File: src/rtl/vrf_pkg.sv
// Shared types and helpers for the vector register-file issue sequencer.
package vrf_pkg;

    typedef enum logic [1:0] {
        IDLE  = 2'd0,
        ISSUE = 2'd1,
        DRAIN = 2'd2,
        FIN   = 2'd3
    } vrf_seq_state_e;

    // Upper bound on lanes handled by lane_mask; callers slice the low lanes_p bits.
    localparam int unsigned MAX_LANES = 32;

    // Width helper that never returns 0, so a single-entry range still gets a 1-bit select.
    function automatic int safe_clog2(input int x);
        return (x > 1) ? $clog2(x) : 1;
    endfunction

    // Lane i of a beat is active when its element index beat*lanes+i lies below vl.
    function automatic logic [MAX_LANES-1:0] lane_mask(input int unsigned beat,
                                                       input int unsigned vl,
                                                       input int unsigned lanes);
        logic [MAX_LANES-1:0] m;
        m = '0;
        for (int unsigned i = 0; i < MAX_LANES; i++) begin
            if (i < lanes) begin
                m[i] = ((beat * lanes + i) < vl);
            end
        end
        return m;
    endfunction

endpackage

File: src/rtl/vrf_beat_addr_gen.sv
// Beat counter with per-lane element index and active-lane mask generation.
module vrf_beat_addr_gen
    import vrf_pkg::*;
#(
    parameter int lanes_p = 4,
    parameter int vlen_p  = 8,
    localparam int beats_lp            = vlen_p / lanes_p,
    localparam int beat_width_lp       = safe_clog2(beats_lp + 1),
    localparam int local_addr_width_lp = safe_clog2(vlen_p),
    localparam int vl_width_lp         = safe_clog2(vlen_p + 1)
) (
    input  logic                                   clk_i,
    input  logic                                   reset_n_i,
    input  logic                                   clear_i,
    input  logic                                   inc_i,
    input  logic [vl_width_lp-1:0]                 vl_i,
    output logic [beat_width_lp-1:0]               beat_o,
    output logic [lanes_p*local_addr_width_lp-1:0] addr_o,
    output logic [lanes_p-1:0]                     mask_o
);

    // The counter can reach beats_lp (one past the last beat) so the issue and
    // writeback counters never alias when compared.
    logic [beat_width_lp-1:0] beat_q;

    // Beat counter: cleared when a new instruction is accepted, advanced per handshake.
    always_ff @(posedge clk_i or negedge reset_n_i) begin
        if (!reset_n_i) begin
            beat_q <= '0;
        end else if (clear_i) begin
            beat_q <= '0;
        end else if (inc_i) begin
            beat_q <= beat_q + beat_width_lp'(1);
        end
    end

    assign beat_o = beat_q;
    assign mask_o = lanes_p'(lane_mask(32'(beat_q), 32'(vl_i), lanes_p));

    // Element index for each lane of the current beat.
    always_comb begin
        addr_o = '0;
        for (int i = 0; i < lanes_p; i++) begin
            addr_o[i*local_addr_width_lp +: local_addr_width_lp] =
                local_addr_width_lp'(int'(beat_q) * lanes_p + i);
        end
    end

endmodule

File: src/rtl/vrf_issue_seq.sv
// Sequences one vector instruction: reads operands beat by beat, hands them to
// the lanes, and writes in-order lane results back to the register file.
module vrf_issue_seq
    import vrf_pkg::*;
#(
    parameter int els_p   = 32,
    parameter int vlen_p  = 8,
    parameter int vdw_p   = 32,
    parameter int lanes_p = 4,
    localparam int beats_lp            = vlen_p / lanes_p,
    localparam int beat_width_lp       = safe_clog2(beats_lp + 1),
    localparam int v_addr_width_lp     = safe_clog2(els_p),
    localparam int local_addr_width_lp = safe_clog2(vlen_p),
    localparam int vl_width_lp         = safe_clog2(vlen_p + 1)
) (
    input  logic                                   clk_i,
    input  logic                                   reset_n_i,
    input  logic                                   instr_v_i,
    output logic                                   instr_ready_o,
    input  logic [v_addr_width_lp-1:0]             instr_vd_i,
    input  logic [v_addr_width_lp-1:0]             instr_vs1_i,
    input  logic [v_addr_width_lp-1:0]             instr_vs2_i,
    input  logic [vl_width_lp-1:0]                 instr_vl_i,
    output logic [v_addr_width_lp-1:0]             r_reg0_addr_o,
    output logic [v_addr_width_lp-1:0]             r_reg1_addr_o,
    output logic [lanes_p*local_addr_width_lp-1:0] r_addr_o,
    input  logic [lanes_p*vdw_p-1:0]               r0_data_i,
    input  logic [lanes_p*vdw_p-1:0]               r1_data_i,
    output logic                                   op_v_o,
    input  logic                                   op_ready_i,
    output logic [lanes_p*vdw_p-1:0]               op_a_o,
    output logic [lanes_p*vdw_p-1:0]               op_b_o,
    output logic [lanes_p-1:0]                     op_mask_o,
    input  logic                                   res_v_i,
    input  logic [lanes_p*vdw_p-1:0]               res_data_i,
    output logic [v_addr_width_lp-1:0]             w_reg_addr_o,
    output logic [lanes_p*local_addr_width_lp-1:0] w_addr_o,
    output logic [lanes_p*vdw_p-1:0]               w_data_o,
    output logic [lanes_p-1:0]                     w_en_o,
    output logic                                   busy_o,
    output logic                                   done_o
);

    vrf_seq_state_e             state_q;
    logic [v_addr_width_lp-1:0] vd_q, vs1_q, vs2_q;
    logic [vl_width_lp-1:0]     vl_q;

    logic                       accept;
    logic                       issue_fire;
    logic                       wb_fire;
    logic                       issue_last;
    logic                       wb_last;
    logic [beat_width_lp-1:0]   nbeats_m1;
    logic [beat_width_lp-1:0]   issue_beat;
    logic [beat_width_lp-1:0]   wb_beat;
    logic [lanes_p-1:0]         wb_mask;

    // Index of the final beat; meaningless for vl=0, which never leaves for ISSUE.
    assign nbeats_m1  = beat_width_lp'((32'(vl_q) + lanes_p - 1) / lanes_p - 1);

    assign accept     = instr_v_i && (state_q == IDLE);
    assign issue_fire = (state_q == ISSUE) && op_ready_i;
    // A result is only meaningful for a beat that has already been issued;
    // anything else (idle, finishing, or ahead of issue) is dropped.
    assign wb_fire    = res_v_i && ((state_q == ISSUE) || (state_q == DRAIN))
                        && (wb_beat != issue_beat);
    assign issue_last = (issue_beat == nbeats_m1);
    assign wb_last    = (wb_beat == nbeats_m1);

    vrf_beat_addr_gen #(
        .lanes_p (lanes_p),
        .vlen_p  (vlen_p)
    ) issue_gen (
        .clk_i     (clk_i),
        .reset_n_i (reset_n_i),
        .clear_i   (accept),
        .inc_i     (issue_fire),
        .vl_i      (vl_q),
        .beat_o    (issue_beat),
        .addr_o    (r_addr_o),
        .mask_o    (op_mask_o)
    );

    vrf_beat_addr_gen #(
        .lanes_p (lanes_p),
        .vlen_p  (vlen_p)
    ) wb_gen (
        .clk_i     (clk_i),
        .reset_n_i (reset_n_i),
        .clear_i   (accept),
        .inc_i     (wb_fire),
        .vl_i      (vl_q),
        .beat_o    (wb_beat),
        .addr_o    (w_addr_o),
        .mask_o    (wb_mask)
    );

    // Sequencer FSM plus the instruction fields latched on accept.
    always_ff @(posedge clk_i or negedge reset_n_i) begin
        if (!reset_n_i) begin
            state_q <= IDLE;
            vd_q    <= '0;
            vs1_q   <= '0;
            vs2_q   <= '0;
            vl_q    <= '0;
        end else begin
            case (state_q)
                IDLE: begin
                    if (instr_v_i) begin
                        vd_q    <= instr_vd_i;
                        vs1_q   <= instr_vs1_i;
                        vs2_q   <= instr_vs2_i;
                        vl_q    <= instr_vl_i;
                        state_q <= (instr_vl_i == '0) ? FIN : ISSUE;
                    end
                end
                ISSUE: begin
                    if (wb_fire && wb_last) begin
                        state_q <= FIN;
                    end else if (issue_fire && issue_last) begin
                        state_q <= DRAIN;
                    end
                end
                DRAIN: begin
                    if (wb_fire && wb_last) begin
                        state_q <= FIN;
                    end
                end
                FIN: begin
                    state_q <= IDLE;
                end
                default: begin
                    state_q <= IDLE;
                end
            endcase
        end
    end

    assign instr_ready_o = (state_q == IDLE);
    assign busy_o        = (state_q != IDLE);
    assign done_o        = (state_q == FIN);
    assign op_v_o        = (state_q == ISSUE);

    // Reads have zero latency, so operands are the register-file data as-is.
    assign r_reg0_addr_o = vs1_q;
    assign r_reg1_addr_o = vs2_q;
    assign op_a_o        = r0_data_i;
    assign op_b_o        = r1_data_i;

    assign w_reg_addr_o  = vd_q;
    assign w_data_o      = res_data_i;
    assign w_en_o        = wb_fire ? wb_mask : '0;

endmodule

File: config.mk
export PLATFORM = sky130hd
export DESIGN_NAME = vrf_issue_seq
export DESIGN_NICKNAME = d
export VERILOG_FILES = /design/src/rtl/vrf_pkg.sv /design/src/rtl/vrf_beat_addr_gen.sv /design/src/rtl/vrf_issue_seq.sv
export SDC_FILE = /design/constraint.sdc
export NUM_CORES = 1
export LEC_CHECK = 0
export ABC_AREA = 1
export BUFFER_PORTS_ARGS = -buffer_cell sky130_fd_sc_hd__buf_2
export CAP_MARGIN = 0
export CELL_PAD_IN_SITES_DETAIL_PLACEMENT = 1
export CELL_PAD_IN_SITES_GLOBAL_PLACEMENT = 2
export CORE_AREA = 2 2 324 326
export CTS_CLUSTER_DIAMETER = 40
export DETAILED_ROUTE_END_ITERATION = 6
export DIE_AREA = 0 0 326 328
export PLACE_DENSITY_LB_ADDON = 0.1
export SYNTH_ARGS = -nofsm -noshare
export SYNTH_HDL_FRONTEND = slang
export SYNTH_SLANG_ARGS = --single-unit
File: constraint.sdc
create_clock -name clk_i -period 2 [get_ports clk_i]
set_input_delay 0.1 -clock clk_i [delete_from_list [all_inputs] [get_ports clk_i]]
set_output_delay 0.1 -clock clk_i [all_outputs]
set_load 0.01 [all_outputs]
Word-level counts from Yosys, hierarchy flattened
Index checks and enable logic that the tools add are counted.
{ "word_totals": {"regBits": 25, "elab_cells": 66} }
{ "op_classes": {"addsub": 17, "order_cmp": 8, "n_eq_ne": 9, "mux": 11, "n_reduce_logical": 14} }
{ "op_table": {"columns": ["cell", "n"], "rows": [
  ["< comparator 32 x 4 -> 1 bit", 6],
  ["adder 4 x 2 -> 5 bit (second input constant)", 4],
  ["two-way mux 2 bit", 9],
  ["adder 3 x 2 -> 3 bit (second input constant)", 4],
  ["adder 4 x 1 -> 5 bit (second input constant)", 2],
  ["< comparator 4 bit", 2],
  ["case mux 2 bit (4 select lines)", 1],
  ["adder 3 x 1 -> 3 bit (second input constant)", 2],
  ["logical AND 1 bit", 6],
  ["nonzero test 2 bit", 3],
  ["adder 2 x 1 -> 2 bit (second input constant)", 2],
  ["adder 4 x 3 -> 4 bit (second input constant)", 1],
  ["== test 2 bit", 2],
  ["== test 2 bit (second input constant)", 2],
  ["zero test 4 bit", 1],
  ["two-way mux 4 bit", 1],
  ["subtractor 4 x 1 -> 4 bit (second input constant)", 1],
  ["inequality test 3 x 1 -> 1 bit (second input constant)", 1],
  ["AND reduction 3 bit", 1],
  ["== test 2 x 1 -> 1 bit (second input constant)", 1],
  ["zero test 2 bit", 1],
  ["inequality test 2 x 1 -> 1 bit (second input constant)", 1],
  ["inequality test 2 bit", 1],
  ["inequality test 2 bit (second input constant)", 1],
  ["3 further kinds", 3]
]} }

Logic depth before layout (Yosys ltp)
Gate-level depths: netlist of run 1.
{ "logic_depth": {"depth_word": 8, "mapped_depth": 11, "mapped_depth_nobuf": 11} }

Hierarchy
Synthesis of run 1 repeated with hierarchy kept, for this count alone.
{ "unflattened": {"cells_unflattened": 629, "area_unflattened_um2": 4621.9} }
{ "modules_own_cells": {"columns": ["mod", "n_inst", "cells_each", "area_each_um2", "seq_area_each_um2"], "rows": [
  ["vrf_issue_seq", 1, 541, 4051.4, 525.5],
  ["vrf_beat_addr_gen", 2, 44, 285.3, 50.0]
]} }

Worst setup path before layout of run 1
OpenSTA, ideal clock, no wires.
{ "synth_timing": {"path_type": "reg-to-reg", "start": "register state_q[0]", "end": "register vs1_q[0] (netlist: r_reg0_addr_o[0])", "setup_time_ns": 0.117, "t_arrival_ns": 1.410, "t_required_ns": 1.883, "slack_ns": 0.473, "path_stages_with_launch": 8, "path_buffers": 1, "period_less_slack_ns": 1.527, "path_cell_list": "dfrtp_1 -> inv_1 -> ha_1 -> nand2_1 -> clkinv_1 -> clkbuf_1 -> nand2_1 -> nand2_1"} }
{ "synth_via": {"elab_chain_len": 2} }
{ "synth_rtl": {"columns": ["element", "line_no", "rtl"], "rows": [
  ["from (decl)", "vrf_issue_seq.sv:44", "vrf_seq_state_e state_q;"],
  ["from (signal assigned)", "vrf_issue_seq.sv:114", "state_q <= (instr_vl_i == '0) ? FIN : ISSUE;"],
  ["zero test 2 bit", null, null],
  ["via instr_ready_o", "vrf_issue_seq.sv:19", "output logic instr_ready_o,"],
  ["AND reduction 2 bit (no line)", null, null],
  ["to (signal assigned)", "vrf_issue_seq.sv:111", "vs1_q <= instr_vs1_i;"],
  ["to (decl)", "vrf_issue_seq.sv:45", "logic [v_addr_width_lp-1:0] vd_q, vs1_q, vs2_q;"]
]} }
The timed path passes the listed nets, and every way through them passes these cells.
A chain may end at the register's enable or synchronous reset.

Final worst setup path of run 1
{ "layout_timing": {"start": "register wb_gen.beat_q[1] (netlist: wb_gen.beat_o[1])", "end": "output w_en_o[0]"} }
{ "layout_via": {"elab_chain_len": 3, "elab_cells_between_ends": 4} }
{ "layout_rtl": {"columns": ["element", "line_no", "rtl"], "rows": [
  ["from (decl)", "vrf_beat_addr_gen.sv:24", "logic [beat_width_lp-1:0] beat_q;"],
  ["from (signal assigned)", "vrf_beat_addr_gen.sv:33", "beat_q <= beat_q + beat_width_lp'(1);"],
  ["parallel branches: the longest is 2 deep, another holds < comparator 4 bit", null, null],
  ["two-way mux 4 bit *", "vrf_issue_seq.sv:152", "assign w_en_o = wb_fire ? wb_mask : '0;"],
  ["to (decl)", "vrf_issue_seq.sv:39", "output logic [lanes_p-1:0] w_en_o,"]
]} }
Every way passes the cells marked *.

==> results_dict.tcl, run 1 <==
set metrics [dict create \
    path_cells "buf_12 > ha_4 > a211o_1 > a31oi_1 > buf_2" \
    ant_nets 0 \
    clkSinkCount 25 \
    dieArea_um2 107000 \
    crit_type "register to output port" \
    die_y_um 328 \
    regToRegSetupSlack_ns 0.29 \
    synth_area_leader_cell "buf_4" \
    synth.distinct_cells 27 \
    areaGrowthSynthToFinish_pct -12.4 \
    arrival_ns 1.80 \
    hp-class "input pin to register" \
    drc 0 \
    syn_inst 595 \
    grt_use_total 0.0336 \
    required_ns 1.90 \
    async_reset_ff_frac 1.00 \
    holdPathEnd "r_reg1_addr_o[2]$_DFFE_PN0P_" \
    reg2reg_from "issue_gen.beat_o[0]$_DFFE_PN0P_" \
    finalWirelength_um 19000 \
    slowest_delay_ns 0.45 \
    ir_worst_vdd_mv 0.244 \
    synth_edf_count 0 \
    drive_gt1_frac 0.353 \
    synth-seq-area-share 0.139 \
    clk_latency_ns 0.30 \
    cp_max_fo 5 \
    final_hold_viol_count 0 \
    synth_top_area_frac 0.680 \
    avgViaCountPerCell 1.34 \
    crit_buf_inv 2 \
    first_pass_iters 3 \
    swShare 0.521 \
    rows 118 \
    clockBufferDepth 2 \
    worstHoldPathCells 3 \
    path_delay_family "compound AO/OA/AOI/OAI gates" \
    vias 2245 \
    dpl_cell_area_um2 3600 \
    status "finished, final reports clean" \
    powerDensity_nw_per_um2 1080 \
    die_x_um 326 \
    relSlewSlack 0.648 \
    cp-end-kind "output port" \
    grt_pass1_vias 2618 \
    holdCritStartpoint "instr_vs2_i[2]" \
    pwr-share-comb 0.638 \
    synthTopCellsByArea "buf_4, dfrtp_1, nand2_1, ha_1, inv_1" \
    yosysMostFrequentCell "buf_4" \
    drtIter0Drc 65 \
    cts_tree "yes" \
    synth-main-ff-cell "dfrtp_1" \
    slowest_stage "dfrtp_2" \
    cts-buffers-inserted 3 \
    grt_antenna_before_repair 5 \
    post-route-min-period_ns 1.90 \
    cap_violations 0 \
    p_clk_frac 0.134 \
    p_total_mw 4.25 \
    wl_per_cell_um 11.3 \
    routabilityCongestion 0.573 \
    cts_root_buf "clkbuf_16" \
    p_seq_frac 0.228 \
    grt_pass1_wl_um 24000 \
    synth_top_cells_by_count "buf_4, nand2_1, dfrtp_1, inv_1, nand3_1" \
    rr_endpoint "state_q[1]$_DFFE_PN0P_" \
    finClkSkew_ns 0.00844 \
    tightestPinTransition_ns 0.527 \
    dp_hpwl_um 15800 \
    avgSynthCellArea_um2 7.57 \
    final_nets 711 \
    synthesis.area_um2 4500 \
    grt-ovfl-total 0 \
    slew_violations 0 \
    power_switching_mw 2.22 \
    ys_warn_count 0 \
    start_kind "register" \
    fmax_ghz 0.527 \
    port-buffer-count 58 \
    power.leakage_nw 1.30 \
    finalSetupViolCount 0 \
    rsz0062_at_grt "true" \
    fin_area_um2 3940 \
    synth-seq-cells 25 \
    grt_start_max_net_pins 25 \
    internal_power_mw 2.04 \
    design.core.area_um2 103000 \
    ioPinCount 843 \
    clkTransAtPathRegs_ns 0.10 \
    start_util 0.0436 \
    fin_crit_sh 0.949 \
    worst-r2r-cell-count 9 \
    cts_max_level 1 \
]
==> state kept, by name, summed over array words and instances, names as in the netlist <==
name and flops:
issue_gen.beat_o 2, r_reg0_addr_o 5, r_reg1_addr_o 5, state_q 2, vl_q 4, w_reg_addr_o 5, wb_gen.beat_o 2
==> metal layers <==
| metal | vias up | wire [um] | GRT usage |
|---|---|---|---|
| li1 | 785 | - | - |
| met5 | - | 76 | 0.00532 |
| met2 | 401 | 7140 | 0.0421 |
| met1 | 880 | 6810 | 0.0346 |
| met3 | 175 | 3310 | 0.0276 |
| met4 | 4 | 1640 | 0.0288 |
==> power groups by stage <==
stage	clock (mW)	combinational (mW)	sequential, mW
2_1_floorplan	0	2.09	0.998
3_3_place_gp	0	2.70	1.01
3_5_place_dp	0	2.63	0.996
4_1_cts	0.657	2.85	0.983
5_1_grt	0.658	3.14	1.02
6_report	0.569	2.72	0.970
==> timing repair <==
action | 4_1_cts | 5_1_grt
setup buffers | 5 | 2
resized for setup | 13 | 4
endpoints found under the setup margin | 8 | 3
hold endpoints to repair | 24 | 0
pin swaps | 2 | 1
hold buffers | 15 | 0
==> worst reg2reg max path, cell delays in order (launching register included) <==
cell     delay, ns
dfrtp_2       0.47
xnor2_1       0.29
nand2_1       0.15
nand2_4       0.11
buf_4         0.14
inv_1         0.06
nand3_2       0.10
nand3_2       0.11
nand4_1       0.10
nand2_1       0.07
==> worst max-delay path by stage <==
stage	from	endpoint	depth (start not counted)
after floorplan	state_q[0]$_DFFE_PN0P_	r_reg0_addr_o[0]$_DFFE_PN0P_	7
after global placement	issue_gen.beat_o[0]$_DFFE_PN0P_	state_q[1]$_DFFE_PN0P_	8
after detailed placement	issue_gen.beat_o[0]$_DFFE_PN0P_	state_q[1]$_DFFE_PN0P_	8
after CTS	vl_q[3]$_DFFE_PN0P_	w_en_o[0]	5
after global routing	state_q[0]$_DFFE_PN0P_	w_en_o[1]	8
final	wb_gen.beat_o[1]$_DFFE_PN0P_	w_en_o[0]	5
==> area by class of cell <==
class                   instances  area [um2]
diodes                          1        2.50
repair buffers                 90         606
inverters                      21        81.3
well taps                    1380        1730
multi-input cells             152         816
fillers                     12368       99300
flip-flops and latches         25         632
clock buffers                   4        78.8
==> cells by family after synthesis <==
group / after synthesis / share of synthesized area
AO/OA/AOI/OAI: 22 / 0.0278
XOR/XNOR: 2 / 0.00389
adder cells (fa/ha/maj): 10 / 0.0278
buffers and inverters: 432 / 0.700
flip-flops: 25 / 0.139
other: 2 / 0.00167
AND/OR/NAND/NOR: 102 / 0.0997
==> metrics by stage <==
| stage | TNS (ns) | worst slack, ns | cells | hold WS, ns | utilization |
|---|---|---|---|---|---|
| CTS | 0 | 0.00999 | 1670 | 0.00176 | 0.0378 |
| finish | 0 | 0.102 | 1673 | 0.0262 | 0.0382 |
| floorplan | 0 | 0.473 | 609 | -0.196 | - |
| detailed placement | 0 | 0.106 | 1646 | 0.151 | 0.0349 |
| global route | -0.00906 | -0.00880 | 1672 | 0.0371 | 0.0382 |
| global placement | 0 | 0.0293 | 1646 | 0.147 | 0.0349 |
==> cells in the final DEF, fill, tap and decap left out, drive strengths merged <==
cell type | netlist | final
a211o | 1 | 1
a211oi | 1 | 1
a21o | 1 | 1
a21oi | 8 | 8
a31oi | 3 | 3
buf | 408 | 75
clkbuf | 3 | 4
clkinv | 1 | 1
conb | 2 | 16
dfrtp | 25 | 25
diode | 0 | 1
dlygate4sd3 | 0 | 15
ha | 10 | 10
inv | 20 | 20
nand2 | 78 | 78
nand3 | 15 | 15
nand4 | 2 | 2
nor2 | 6 | 6
o21ai | 7 | 7
o31ai | 1 | 1
or2 | 1 | 1
xnor2 | 1 | 1
xor2 | 1 | 1
Note: power is estimated with default switching activity, not from simulation.
==> run 2: changes to the inputs <==
Settings changed: CORE_AREA 2 2 324 326 to 2 2 332 334, DIE_AREA 0 0 326 328 to 0 0 334 336, SYNTH_HIERARCHICAL set to 1.
Clock period 2 ns to 2.4 ns, I/O delays scaled along.
==> run 2 against run 1 <==
Flip-flop and latch count stayed put; die area is 5.0% higher; critical path depth is 3 higher; worst hold slack worse by 0.0062 ns; core utilization is 0.24 points lower; synthesized area is 2.6% higher; clock skew is 0.0021 ns lower; routed wire length is 0.40% lower.
==> results_dict.tcl, run 2 <==
set metrics [dict create \
    status "finished, final reports clean" \
    synth_edf_count 0 \
    arrival_ns 2.04 \
    cts-buffers-inserted 3 \
    areaGrowthSynthToFinish_pct -16.1 \
    final_cell_mix "nand2_1, buf_2, inv_1" \
    rows 121 \
    die_y_um 336 \
    fmax_ghz 0.463 \
    power.leakage_nw 1.32 \
    crit_buf_inv 4 \
    layout_commonest_cell "nand2_1" \
    post-route-min-period_ns 2.16 \
    use_met2 0.0456 \
    powerDensity_nw_per_um2 898 \
    crit_type "register to output port" \
    async_reset_ff_frac 1.00 \
    cts_setup_buffers 0 \
    synthesis.area_um2 4620 \
    clk_latency_ns 0.30 \
    rsz0062_at_grt "false" \
    path_cells "inv_1 > ha_1 > nand2_1 > inv_1 > a21oi_1 > inv_1 > nor2_1 > buf_2" \
    drtIter0Drc 52 \
    fin_crit_sh 0.899 \
    p_total_mw 3.48 \
    grt_pass1_wl_um 23700 \
    finClkSkew_ns 0.00633 \
    critPathMostFrequentCell "inv_1" \
    syn_inst 629 \
    cts_tree "yes" \
    hp-class "input pin to register" \
    wl_per_cell_um 11.0 \
    port-buffer-count 58 \
    tns_ns 0 \
    synth-main-ff-cell "dfrtp_1" \
    slew_violations 0 \
    final_nets 727 \
    cts_max_level 1 \
    grt_antenna_before_repair 6 \
    synth-seq-cells 25 \
    dpl_cell_area_um2 3710 \
    drc 0 \
    synth_top_area_frac 0.663 \
    finalSetupViolCount 0 \
    required_ns 2.28 \
    fin_area_um2 3880 \
    ys_warn_count 6 \
    routabilityCongestion 0.561 \
    grt_use_total 0.0320 \
    dieArea_um2 112000 \
    clkSinkCount 25 \
    yosysMostFrequentCell "buf_4" \
    clockBufferDepth 2 \
    synth_area_leader_cell "buf_4" \
    fillers 13041 \
    synth_top_cells_by_count "buf_4, nand2_1, inv_1, dfrtp_1, nor2_1" \
    busiest_layer "met2" \
    finalWirelength_um 18900 \
    first_pass_iters 4 \
    final_hold_viol_count 0 \
    dp_hpwl_um 15600 \
    synthTopCellsByArea "buf_4, dfrtp_1, nand2_1, ha_1, inv_1" \
    die_x_um 334 \
    slowest_delay_ns 0.61 \
    cap_violations 0 \
    grt_start_max_net_pins 22 \
    synth-seq-area-share 0.135 \
    avgSynthCellArea_um2 7.35 \
    path_delay_family "flip-flops" \
    cts_root_buf "clkbuf_16" \
    cp-end-kind "output port" \
    cp_max_fo 7 \
    clkTransAtPathRegs_ns 0.10 \
    ir_worst_vdd_mv 0.265 \
    slowest_stage "dfrtp_1" \
    start_kind "register" \
    cts_resized 0 \
    grt_pass1_vias 2630 \
    gr-usage-met3 0.0259 \
    start_util 0.0426 \
    ctsHoldBuffers 7 \
    vias 2308 \
    use_met1 0.0285 \
    ant_nets 0 \
    ioPinCount 843 \
    design.core.area_um2 108000 \
    synth.distinct_cells 21 \
    grt-ovfl-total 0 \
    drive_gt1_frac 0.279 \
    avgViaCountPerCell 1.34 \
]
-- run 2: logic make-up (layout without fill, tap and decap cells) --
| logic type | Yosys count | count (layout) | synth area share |
|---|---|---|---|
| compound gates | 16 | 16 | 0.0181 |
| buf+inv | 446 | 113 | 0.694 |
| simple gates | 127 | 127 | 0.120 |
| xor+xnor | 1 | 1 | 0.00190 |
| flops | 25 | 25 | 0.135 |
| fa+ha+maj | 10 | 10 | 0.0271 |
| other cells | 4 | 17 | 0.00325 |
-- run 2: where the power goes --
part / switching (mW) / internal, mW / total (mW) / leakage [nW]
registers: 0.247 / 0.614 / 0.861 / 0.313
clock network: 0.260 / 0.231 / 0.491 / 0.0371
logic: 1.41 / 0.715 / 2.13 / 0.970
-- run 2: layout make-up --
class,instances,area [um2],share of cell area
Timing Repair Buffer,74,430,0.111
Multi-Input combinational cell,170,835,0.215
Clock buffer,3,75.1,0.0194
Antenna cell,1,2.50,0.000646
Sequential cell,25,626,0.161
Clock inverter,1,7.51,0.00194
Tap cell,1414,1770,0.456
Inverter,35,131,0.0339
-- run 2: per-stage QoR --
stage | cells | utilization | hold slack, ns | worst slack (ns)
CTS | 1721 | 0.0356 | 0.000605 | 0.107
floorplan | 641 | - | -0.176 | 0.921
global placement | 1710 | 0.0342 | 0.0700 | 0.474
finish | 1723 | 0.0358 | 0.0200 | 0.241
global route | 1722 | 0.0357 | 0.0223 | 0.0587
detailed placement | 1710 | 0.0342 | 0.0662 | 0.478
-- run 2: final timing paths --
path / slack, ns / start / end / cells past startpoint
worst max-delay path: 0.24 / vl_q[2]$_DFFE_PN0P_ / w_en_o[2] / 8
worst min-delay path: 0.02 / instr_vs1_i[3] / r_reg0_addr_o[3]$_DFFE_PN0P_ / 3
worst max register to register: 0.53 / state_q[0]$_DFFE_PN0P_ / state_q[1]$_DFFE_PN0P_ / 11
worst min register to register: 0.50 / r_reg0_addr_o[1]$_DFFE_PN0P_ / r_reg0_addr_o[1]$_DFFE_PN0P_ / 2
max in group asynchronous: 1.46 / reset_n_i / issue_gen/beat_o[1]$_DFFE_PN0P_ / 3
min in group asynchronous: 0.25 / reset_n_i / r_reg1_addr_o[4]$_DFFE_PN0P_ / 2
-- run 2: per-layer routing --
layer  part of all wire  vias up
li1                   -      827
met1               0.31      945
met2               0.41      357
met3               0.18      177
met4              0.086        2
met5             0.0038        -
-- run 2: worst reg2reg max path, cell delays in order, from the launching register on --
cell	delay (ns)
dfrtp_1	0.46
inv_1	0.11
ha_1	0.32
nand2_1	0.06
inv_1	0.11
nand2_2	0.14
inv_2	0.13
nand3_2	0.12
nand3_2	0.12
nand3_2	0.08
nand2_1	0.07
nand2_1	0.05
==> run 3: changes to the inputs <==
Settings changed: GPL_TIMING_DRIVEN set to 0.
==> run 3 against run 2 <==
Final area rose by 130%; register-to-register slack got worse by 0.20 ns; worst hold slack got worse by 0.00074 ns; maximum frequency rose by 4.2%; final cell count rose by 46%; worst setup slack improved by 0.088 ns; routed wire length rose by 64%.
==> results_dict.tcl, run 3 (synthesized netlist as in run 2, its figures left out) <==
set metrics [dict create \
    crit_type "register to register" \
    first_pass_iters 4 \
    hp-class "input pin to register" \
    setup_ws_ns 0.329 \
    ioPinCount 843 \
    cts_tree "yes" \
    ant_nets 0 \
    pwr-share-comb 0.691 \
    cap_violations 0 \
    clk_latency_ns 0.29 \
    vias 5059 \
    powerDensity_nw_per_um2 511 \
    required_ns 2.59 \
    clockBufferDepth 2 \
    clkTransAtPathRegs_ns 0.09 \
    cts-buffers-inserted 3 \
    dpl.cell_count 2497 \
    drc 0 \
    fillers 13163 \
    relSlewSlack 0.474 \
    final_cells 2507 \
    start_kind "register" \
    power.leakage_nw 4.74 \
    grt_use_total 0.0486 \
    slew_violations 0 \
    start_util 0.0426 \
    areaGrowthSynthToFinish_pct 89.8 \
    die_x_um 334 \
    cts_max_level 1 \
    internal_power_mw 2.20 \
    finalSetupViolCount 0 \
    grt_start_max_net_pins 26 \
    grt_antenna_before_repair 4 \
    finClkSkew_ns 0.0161 \
    final_hold_viol_count 0 \
    ir_worst_vdd_mv 0.238 \
    fin_util 0.0809 \
    clkSinkCount 25 \
    dieArea_um2 112000 \
    post-place-ws_ns 0.161 \
    cp-end-kind "register" \
    post-route-min-period_ns 2.07 \
    final_cell_mix "buf_2, buf_4, nand2_1" \
    cts_root_buf "clkbuf_16" \
    avgViaCountPerCell 2.02 \
    final_nets 1509 \
    port-buffer-count 442 \
    die_y_um 336 \
    drtIter0Drc 56 \
    timing.hold.ws_ns 0.0193 \
    p_seq_frac 0.207 \
    worst-r2r-cell-count 8 \
    tns_ns 0 \
    grt_pass1_wl_um 38400 \
    p_clk_frac 0.102 \
    worstHoldPathCells 3 \
    cp_max_fo 11 \
    cts_setup_buffers 0 \
    rows 121 \
    grt-ovfl-total 0 \
    fin_crit_sh 0.863 \
    routabilityCongestion 0.734 \
    grt_pass1_vias 5221 \
    tightestPinTransition_ns 0.789 \
    swShare 0.509 \
    wl_per_cell_um 12.4 \
    status "finished, final reports clean" \
    dp_hpwl_um 29000 \
    design.core.area_um2 108000 \
    arrival_ns 2.26 \
    fmax_ghz 0.483 \
    rsz0062_at_grt "false" \
    power_switching_mw 2.28 \
    finalWirelength_um 31000 \
    layout_commonest_cell "buf_2" \
    drive_gt1_frac 0.802 \
]
run 3: cell types whose count changed in the layout (fill, tap and decap cells not counted):
cell	previous run	this run
dlygate4sd3_1	8	3
dfrtp_2	0	3
clkbuf_1	0	2
clkinvlp_4	1	0
dfrtp_1	25	22
buf_2	58	443
inv_6	0	1
diode_2	1	3
buf_4	8	408
run 3: worst paths after layout:
path                                                   start                               to  slack (ns)
worst max-delay path                  state_q[0]$_DFFE_PN0P_  issue_gen/beat_o[1]$_DFFE_PN0P_        0.33
worst min-delay path                          instr_vs2_i[1]     r_reg1_addr_o[1]$_DFFE_PN0P_        0.02
worst max register to register        state_q[0]$_DFFE_PN0P_  issue_gen/beat_o[1]$_DFFE_PN0P_        0.33
worst min register to register  r_reg0_addr_o[2]$_DFFE_PN0P_     r_reg0_addr_o[2]$_DFFE_PN0P_        0.49
max in group asynchronous                          reset_n_i     wb_gen/beat_o[0]$_DFFE_PN0P_        1.39
min in group asynchronous                          reset_n_i     r_reg1_addr_o[4]$_DFFE_PN0P_        0.45
run 3: worst max-delay path, stage by stage, from the launching register on:
cell	delay [ns]
dfrtp_1	0.44
inv_1	0.12
ha_1	0.33
nand2_1	0.22
inv_2	0.26
buf_2	0.37
inv_1	0.11
nand2_1	0.08
nor2_1	0.04
run 3: layer usage:
layer  track usage  part of all wire  vias to the layer above
li1              -                 -                     2394
met1        0.0421              0.30                     2287
met2         0.107              0.61                      357
met3        0.0138             0.080                       17
met4       0.00910             0.012                        4
met5             0           0.00074                        -
run 3: layout make-up:
| cell class | instances | area, um2 | area share |
|---|---|---|---|
| Buffer | 411 | 3080 | 0.351 |
| Sequential cell | 25 | 629 | 0.0717 |
| Timing Repair Buffer | 445 | 2240 | 0.256 |
| Tap cell | 1414 | 1770 | 0.202 |
| Clock inverter | 1 | 8.76 | 0.000998 |
| Inverter | 35 | 131 | 0.0150 |
| Antenna cell | 3 | 7.51 | 0.000856 |
| Clock buffer | 3 | 75.1 | 0.00856 |
| Multi-Input combinational cell | 170 | 835 | 0.0951 |
run 3: timing repair:
item	CTS	global route
hold endpoints to repair	27	0
endpoints found under the setup margin	3	2
cloned	0	0
gates resized for setup	1	2
hold buffers	3	0
run 3: power by group through the flow:
stage	Sequential (mW)	Combinational, mW	Clock, mW
2_1_floorplan	0.865	1.83	0
3_3_place_gp	0.977	3.29	0
3_5_place_dp	0.982	3.25	0
4_1_cts	0.979	3.27	0.511
5_1_grt	1.01	3.51	0.515
6_report	0.927	3.10	0.459
run 3: through the flow:
step                power, mW  area (um2)
floorplan                2.70        4670
global placement         4.27        8650
detailed placement       4.24        8650
CTS                      4.76        8760
global route             5.04        8770
finish                   4.48        8770
